--- src/rtl/display_pkg.sv ---
// display_pkg: shared types and defaults for the display feeder.
package display_pkg;
  localparam int DW = 16;
  localparam int TICK_DIV_DEF = 50000;
  localparam int DWELL_DEF = 400;
  typedef enum logic [1:0] {IDLE, READ, LATCH, HOLD} state_e;
endpackage

--- src/rtl/feeder_ram.sv ---
// feeder_ram: 2**AW x 16 simple dual-port memory, synchronous read, no reset.
module feeder_ram
  import display_pkg::*;
#(
  parameter int AW = 4
) (
  input  logic          clk,
  input  logic          we,
  input  logic [AW-1:0] wa,
  input  logic [DW-1:0] wd,
  input  logic [AW-1:0] ra,
  output logic [DW-1:0] rd
);
  logic [DW-1:0] mem [2**AW];
  always_ff @(posedge clk) begin
    if (we) mem[wa] <= wd;
    rd <= mem[ra];
  end
endmodule

--- src/rtl/display_feeder.sv ---
// display_feeder: scans a host-written word memory and feeds a stable word plus digit strobe
// to the display stage. Define SHOW_ADDR_EN to show cur_addr in the leftmost digit.
module display_feeder
  import display_pkg::*;
#(
  parameter int AW       = 4,
  parameter int TICK_DIV = TICK_DIV_DEF,
  parameter int DWELL    = DWELL_DEF
) (
  input  logic          clk_main,
  input  logic          rst_n,
  input  logic          wr_valid,
  output logic          wr_ready,
  input  logic [AW-1:0] wr_addr,
  input  logic [DW-1:0] wr_data,
  input  logic          run,
  input  logic          step,
  output logic [DW-1:0] data,
  output logic          data_valid,
  output logic [AW-1:0] cur_addr,
  output logic          scan_tick
);
  localparam int CW  = $clog2(TICK_DIV);
  localparam int DWW = $clog2(DWELL + 1);
  state_e        state_q, state_d;
  logic [CW-1:0] cnt_q, cnt_d;
  logic [DWW-1:0] dwell_q, dwell_d;
  logic [AW-1:0] addr_q, addr_d;
  logic [DW-1:0] data_q, data_d, rd_word, shown;
  logic          valid_q, valid_d, rdy_q, step_q, refresh_q, refresh_d;
  logic          tick, wr_fire, step_rise, hit;
  feeder_ram #(.AW(AW)) u_ram (
    .clk(clk_main), .we(wr_fire), .wa(wr_addr), .wd(wr_data), .ra(addr_q), .rd(rd_word)
  );
`ifdef SHOW_ADDR_EN
  assign shown = {4'(addr_q), rd_word[11:0]};
`else
  assign shown = rd_word;
`endif
  always_comb begin
    tick      = cnt_q == CW'(TICK_DIV - 1);
    cnt_d     = tick ? '0 : cnt_q + 1'b1;
    wr_fire   = wr_valid && rdy_q;
    step_rise = step && !step_q;
    hit       = wr_fire && wr_addr == addr_q;
    state_d   = state_q;
    addr_d    = addr_q;
    dwell_d   = dwell_q;
    data_d    = data_q;
    valid_d   = valid_q;
    refresh_d = refresh_q || hit;
    case (state_q)
      IDLE:  state_d = (run || step_rise) ? READ : IDLE;
      READ:  state_d = LATCH;
      LATCH: begin
        data_d  = shown;
        valid_d = 1'b1;
        dwell_d = '0;
        state_d = HOLD;
      end
      default: begin
        // a refresh rereads the same word, so a write landing this cycle is still seen
        if (refresh_q) begin
          refresh_d = hit;
          state_d   = READ;
        end else if (run && tick && dwell_q == DWW'(DWELL - 1)) begin
          addr_d  = addr_q + 1'b1;
          state_d = READ;
        end else if (!run && step_rise) begin
          addr_d  = addr_q + 1'b1;
          state_d = READ;
        end else begin
          dwell_d = run ? dwell_q + DWW'(tick) : '0;
        end
      end
    endcase
  end
  always_ff @(posedge clk_main or negedge rst_n) begin
    if (!rst_n) begin
      state_q   <= IDLE;
      cnt_q     <= '0;
      dwell_q   <= '0;
      addr_q    <= '0;
      data_q    <= '0;
      valid_q   <= 1'b0;
      rdy_q     <= 1'b0;
      step_q    <= 1'b0;
      refresh_q <= 1'b0;
    end else begin
      state_q   <= state_d;
      cnt_q     <= cnt_d;
      dwell_q   <= dwell_d;
      addr_q    <= addr_d;
      data_q    <= data_d;
      valid_q   <= valid_d;
      rdy_q     <= 1'b1;
      step_q    <= step;
      refresh_q <= refresh_d;
    end
  end
  assign wr_ready   = rdy_q;
  assign data       = data_q;
  assign data_valid = valid_q;
  assign cur_addr   = addr_q;
  assign scan_tick  = tick;
endmodule
--- config.mk ---
export PLATFORM = sky130hd
export DESIGN_NAME = display_feeder
export DESIGN_NICKNAME = d
export VERILOG_FILES = /design/src/rtl/display_pkg.sv /design/src/rtl/feeder_ram.sv /design/src/rtl/display_feeder.sv
export SDC_FILE = /design/constraint.sdc
export NUM_CORES = 1
export LEC_CHECK = 0
export BUFFER_PORTS_ARGS = -buffer_cell sky130_fd_sc_hd__buf_2
export CORE_UTILIZATION = 25
export DETAILED_ROUTE_END_ITERATION = 7
export MAX_ROUTING_LAYER = met4
export SKIP_CTS_REPAIR_TIMING = 1
export SLEW_MARGIN = 20
export SYNTH_ARGS = -nofsm -noshare
export SYNTH_HDL_FRONTEND = slang
export SYNTH_SLANG_ARGS = --single-unit
--- constraint.sdc ---
create_clock -name clk_main -period 2.98 [get_ports clk_main]
set_input_delay 0.447 -clock clk_main [delete_from_list [all_inputs] [get_ports clk_main]]
set_output_delay 0.447 -clock clk_main [all_outputs]
set_load 0.005 [all_outputs]
==> summary.md <==
| Metric | Value |
|---|---|
| Pre-CTS setup slack | 0.210 ns |
| Slowest-stage cell, CP | or4_4 |
| Crit path from | cnt_q[4] |
| TritonCTS Buffers | 34 |
| Fin crit period | 2.89 ns |
| Worst EP arrival | 2.44 ns |
| Detailed placement HPWL | 18.3 mm |
| RR Endpoint | dwell_q[6] |
| Ports | 48 |
| Flop-to-flop setup slack | 0.19 ns |
| Vias post-DR | around 7000 |
| Initial DRC count | between 600 and 700 |
| Overflow after GRT | 0 |
| I/O Buffers | 47 |
| Vias per cell | 4.52 |
| Routability cong. | approximately 0.8 |
| Slew @ Worst Pin | 0.786 ns |
| Status | finished with violations |
| DIE WIDTH | 227 um |
| Die area | roughly 52000 um^2 |
| Crit path cell chain | or4b_1, or4_4, clkinv_4, buf_6, buf_2 |
| Clock tree buffer depth | 3 |
| Share of synthesized flip-flops with an asynchronous set or reset | 15.8% |
| H-tree levels | 2 |
| Post-Syn Nets | 746 |
| Synth warn | 0 |
| Hold Crit Class | primary input to asynchronous set/reset pin |
| Final WS setup | 0.0884 ns |
| Final Max Tran Viols | 0 |
| Relative slew slack | 47.5% |
| Final period util | 97.0% |
| DR pass1 iterations | 4 |
| Cell area power density | 807 nW/um^2 |
| Number of hold violations in the final report | 24 |
| Global-route usage over all layers | between 10% and 20% |
| Unrepaired setup endpoints after global routing | false |
| Clk_skew | between 0.02 and 0.025 ns |
| Failing checks | hold timing |
| WL/cell | ~19 um |
| Max_cap viols | 0 |
| Post-Layout Cell Count | 1506 |
| CTS sink cnt | 323 |
| Net count reported at finish | 836 |
| Worst Setup Start Kind | register |
| Routed wire length | slightly below 30 mm |
| Peak supply drop | 333 uV |
| Critical Path Fanout Max | 14 |
| Initial Util | 25.3% |
| Highest clock rate | 0.346 GHz |
| WS Path Type | register to primary output |
| TritonCTS clock tree | built |
| Placed Instances | about 1400 |
| Pin count of the biggest net entering global routing | 38 |
| TNS Setup | 0 ns |
| Distinct cell type count after synthesis | 65 |
| Cell count after synthesis | 713 |
| Synthesis-to-layout area growth | 18.7% |
| Row count | 82 |
| Ys flop type | edfxtp_1 |
| Initial antenna violation count | 8 |
| Share of cells above drive strength 1 | 25.8% |
| R2r worst-path depth | 10 |
| Vias in the first global route | 6757 |
| CORE AREA | 50100 um^2 |
| CTS Root Cell | clkbuf_16 |
| Hold WS | -0.0168 ns |
| Critical path required time | 2.53 ns |
| Seq/Total Area, Yosys | 73.4% |
| ANT nets after route | 0 |
| Final-report setup violation count | 0 |
| Die Y | 227 um |
| Post-synth EDFFs | 256 |
| Worst Setup End Kind | primary output |
| First-pass GRT wire length | 43.6 mm |
| CP max stage delay | 0.58 ns |
| Mapped cell area | 12700 um^2 |
| Yosys reg bits | roughly 320 |
| Worst r2r src | cnt_q[4] |
| Synth Area per Inst | 17.7 um^2 |
| # DRC | 0 |
| Static leakage | 0.00519 uW |
| Worst-path clk slew | ~0.060 ns |
| Skew-Pair Late Insertion Delay | 0.53 ns |
==> critical path: cells and delay by family (launching register included) <==
kind,cells,cell delay [ns]
DFF,1,0.43
buffers and inverters,3,0.36
and+or+nand+nor,2,1.13
==> area by class of cell <==
type / instances / area (um^2)
sequential: 323 / 9290
inverter: 7 / 31.3
fill: 5000 / 35100
clock inverter: 15 / 116
tap: 672 / 841
multi-input combinational: 350 / 3230
timing repair buffer: 87 / 564
antenna: 7 / 17.5
clock buffer: 45 / 923
==> flip-flops by register name (all words and copies together) (netlist names), 2 cells and up <==
name,cells
u_ram.mem,256
cnt_q,16
data,16
u_ram.rd,16
dwell_q,9
cur_addr,4
state_q,2
==> worst max path at each step <==
stage,end,slack (ns),cells past startpoint
final,scan_tick,0.09,5
after global routing,scan_tick,0.01,5
after detailed placement,dwell_q[6],0.21,10
after CTS,scan_tick,0.01,5
after floorplan,dwell_q[8],0.21,10
after global placement,dwell_q[6],0.28,10
==> stage by stage <==
step | cell area [um^2] | hold slack, ns | total power (uW) | util (%)
finish | 15000 | -0.0168 | 12100 | 30.0
global placement | 13900 | 0.443 | 8250 | 27.9
floorplan | 12700 | 0.151 | 7290 | -
global route | 15000 | 0.0253 | 12700 | 30.0
CTS | 15000 | 0.00113 | 12300 | 29.9
detailed placement | 13900 | 0.445 | 8280 | 27.9
==> cells in the final DEF, fill, tap and decap left out, types with 5 or more instances in the layout <==
cell       count
o21ai_0       18
a21oi_1        5
a221oi_1      32
xnor2_1       10
inv_1          5
clkinv_1       6
ha_1           8
buf_4         37
dfrtp_1       49
a22oi_1       16
nor2_1        10
diode_2        7
nor3_1         6
clkinv_2       7
edfxtp_1     256
mux2i_1       66
nand2_1       32
mux4_2        32
nor2_2        12
clkbuf_1       9
buf_2         47
mux2_2        16
dfxtp_1       16
xor2_1         8
clkbuf_16     35
nand3_1        7
==> cells in the mapped netlist (all sizes together) (10+ instances only) <==
| cell | count | area share, % |
|---|---|---|
| nor3 | 10 | 0.40 |
| xnor2 | 10 | 0.69 |
| a221oi | 32 | 2.2 |
| mux2 | 18 | 1.6 |
| nand2 | 32 | 0.95 |
| a22oi | 16 | 0.95 |
| edfxtp | 256 | 61 |
| mux4 | 32 | 5.7 |
| mux2i | 66 | 5.2 |
| nor2 | 22 | 0.65 |
| clkbuf | 21 | 0.70 |
| dfxtp | 16 | 2.5 |
| o21ai | 18 | 0.71 |
| dfrtp | 51 | 10 |
| buf | 12 | 0.57 |
==> power by group <==
| group | switching [uW] | leakage (uW) | total [uW] | internal, uW |
|---|---|---|---|---|
| Combinational | 1450 | 0.00161 | 2710 | 1260 |
| Sequential | 260 | 0.00307 | 5440 | 5180 |
| Clock | 1690 | 0.000512 | 3970 | 2280 |
==> logic make-up after synthesis <==
group	Yosys count	share of synthesized area, %
XOR/XNOR	18	1.25
AND/OR/NAND/NOR	112	4.75
multiplexers	116	12.5
buffers and inverters	40	1.52
adder cells (fa/ha/maj)	8	0.791
AO/OA/AOI/OAI	95	5.76
other	1	0.0296
flip-flops	323	73.4
==> layer usage <==
layer	global-route usage, %	vias to the layer above	part of all wire, %
met5	-	-	0
met4	2.71	0	1.5
met3	3.43	41	8.1
met2	17.0	220	44
met1	16.5	3501	46
li1	-	3049	-
(Power assumes the default switching activity.)
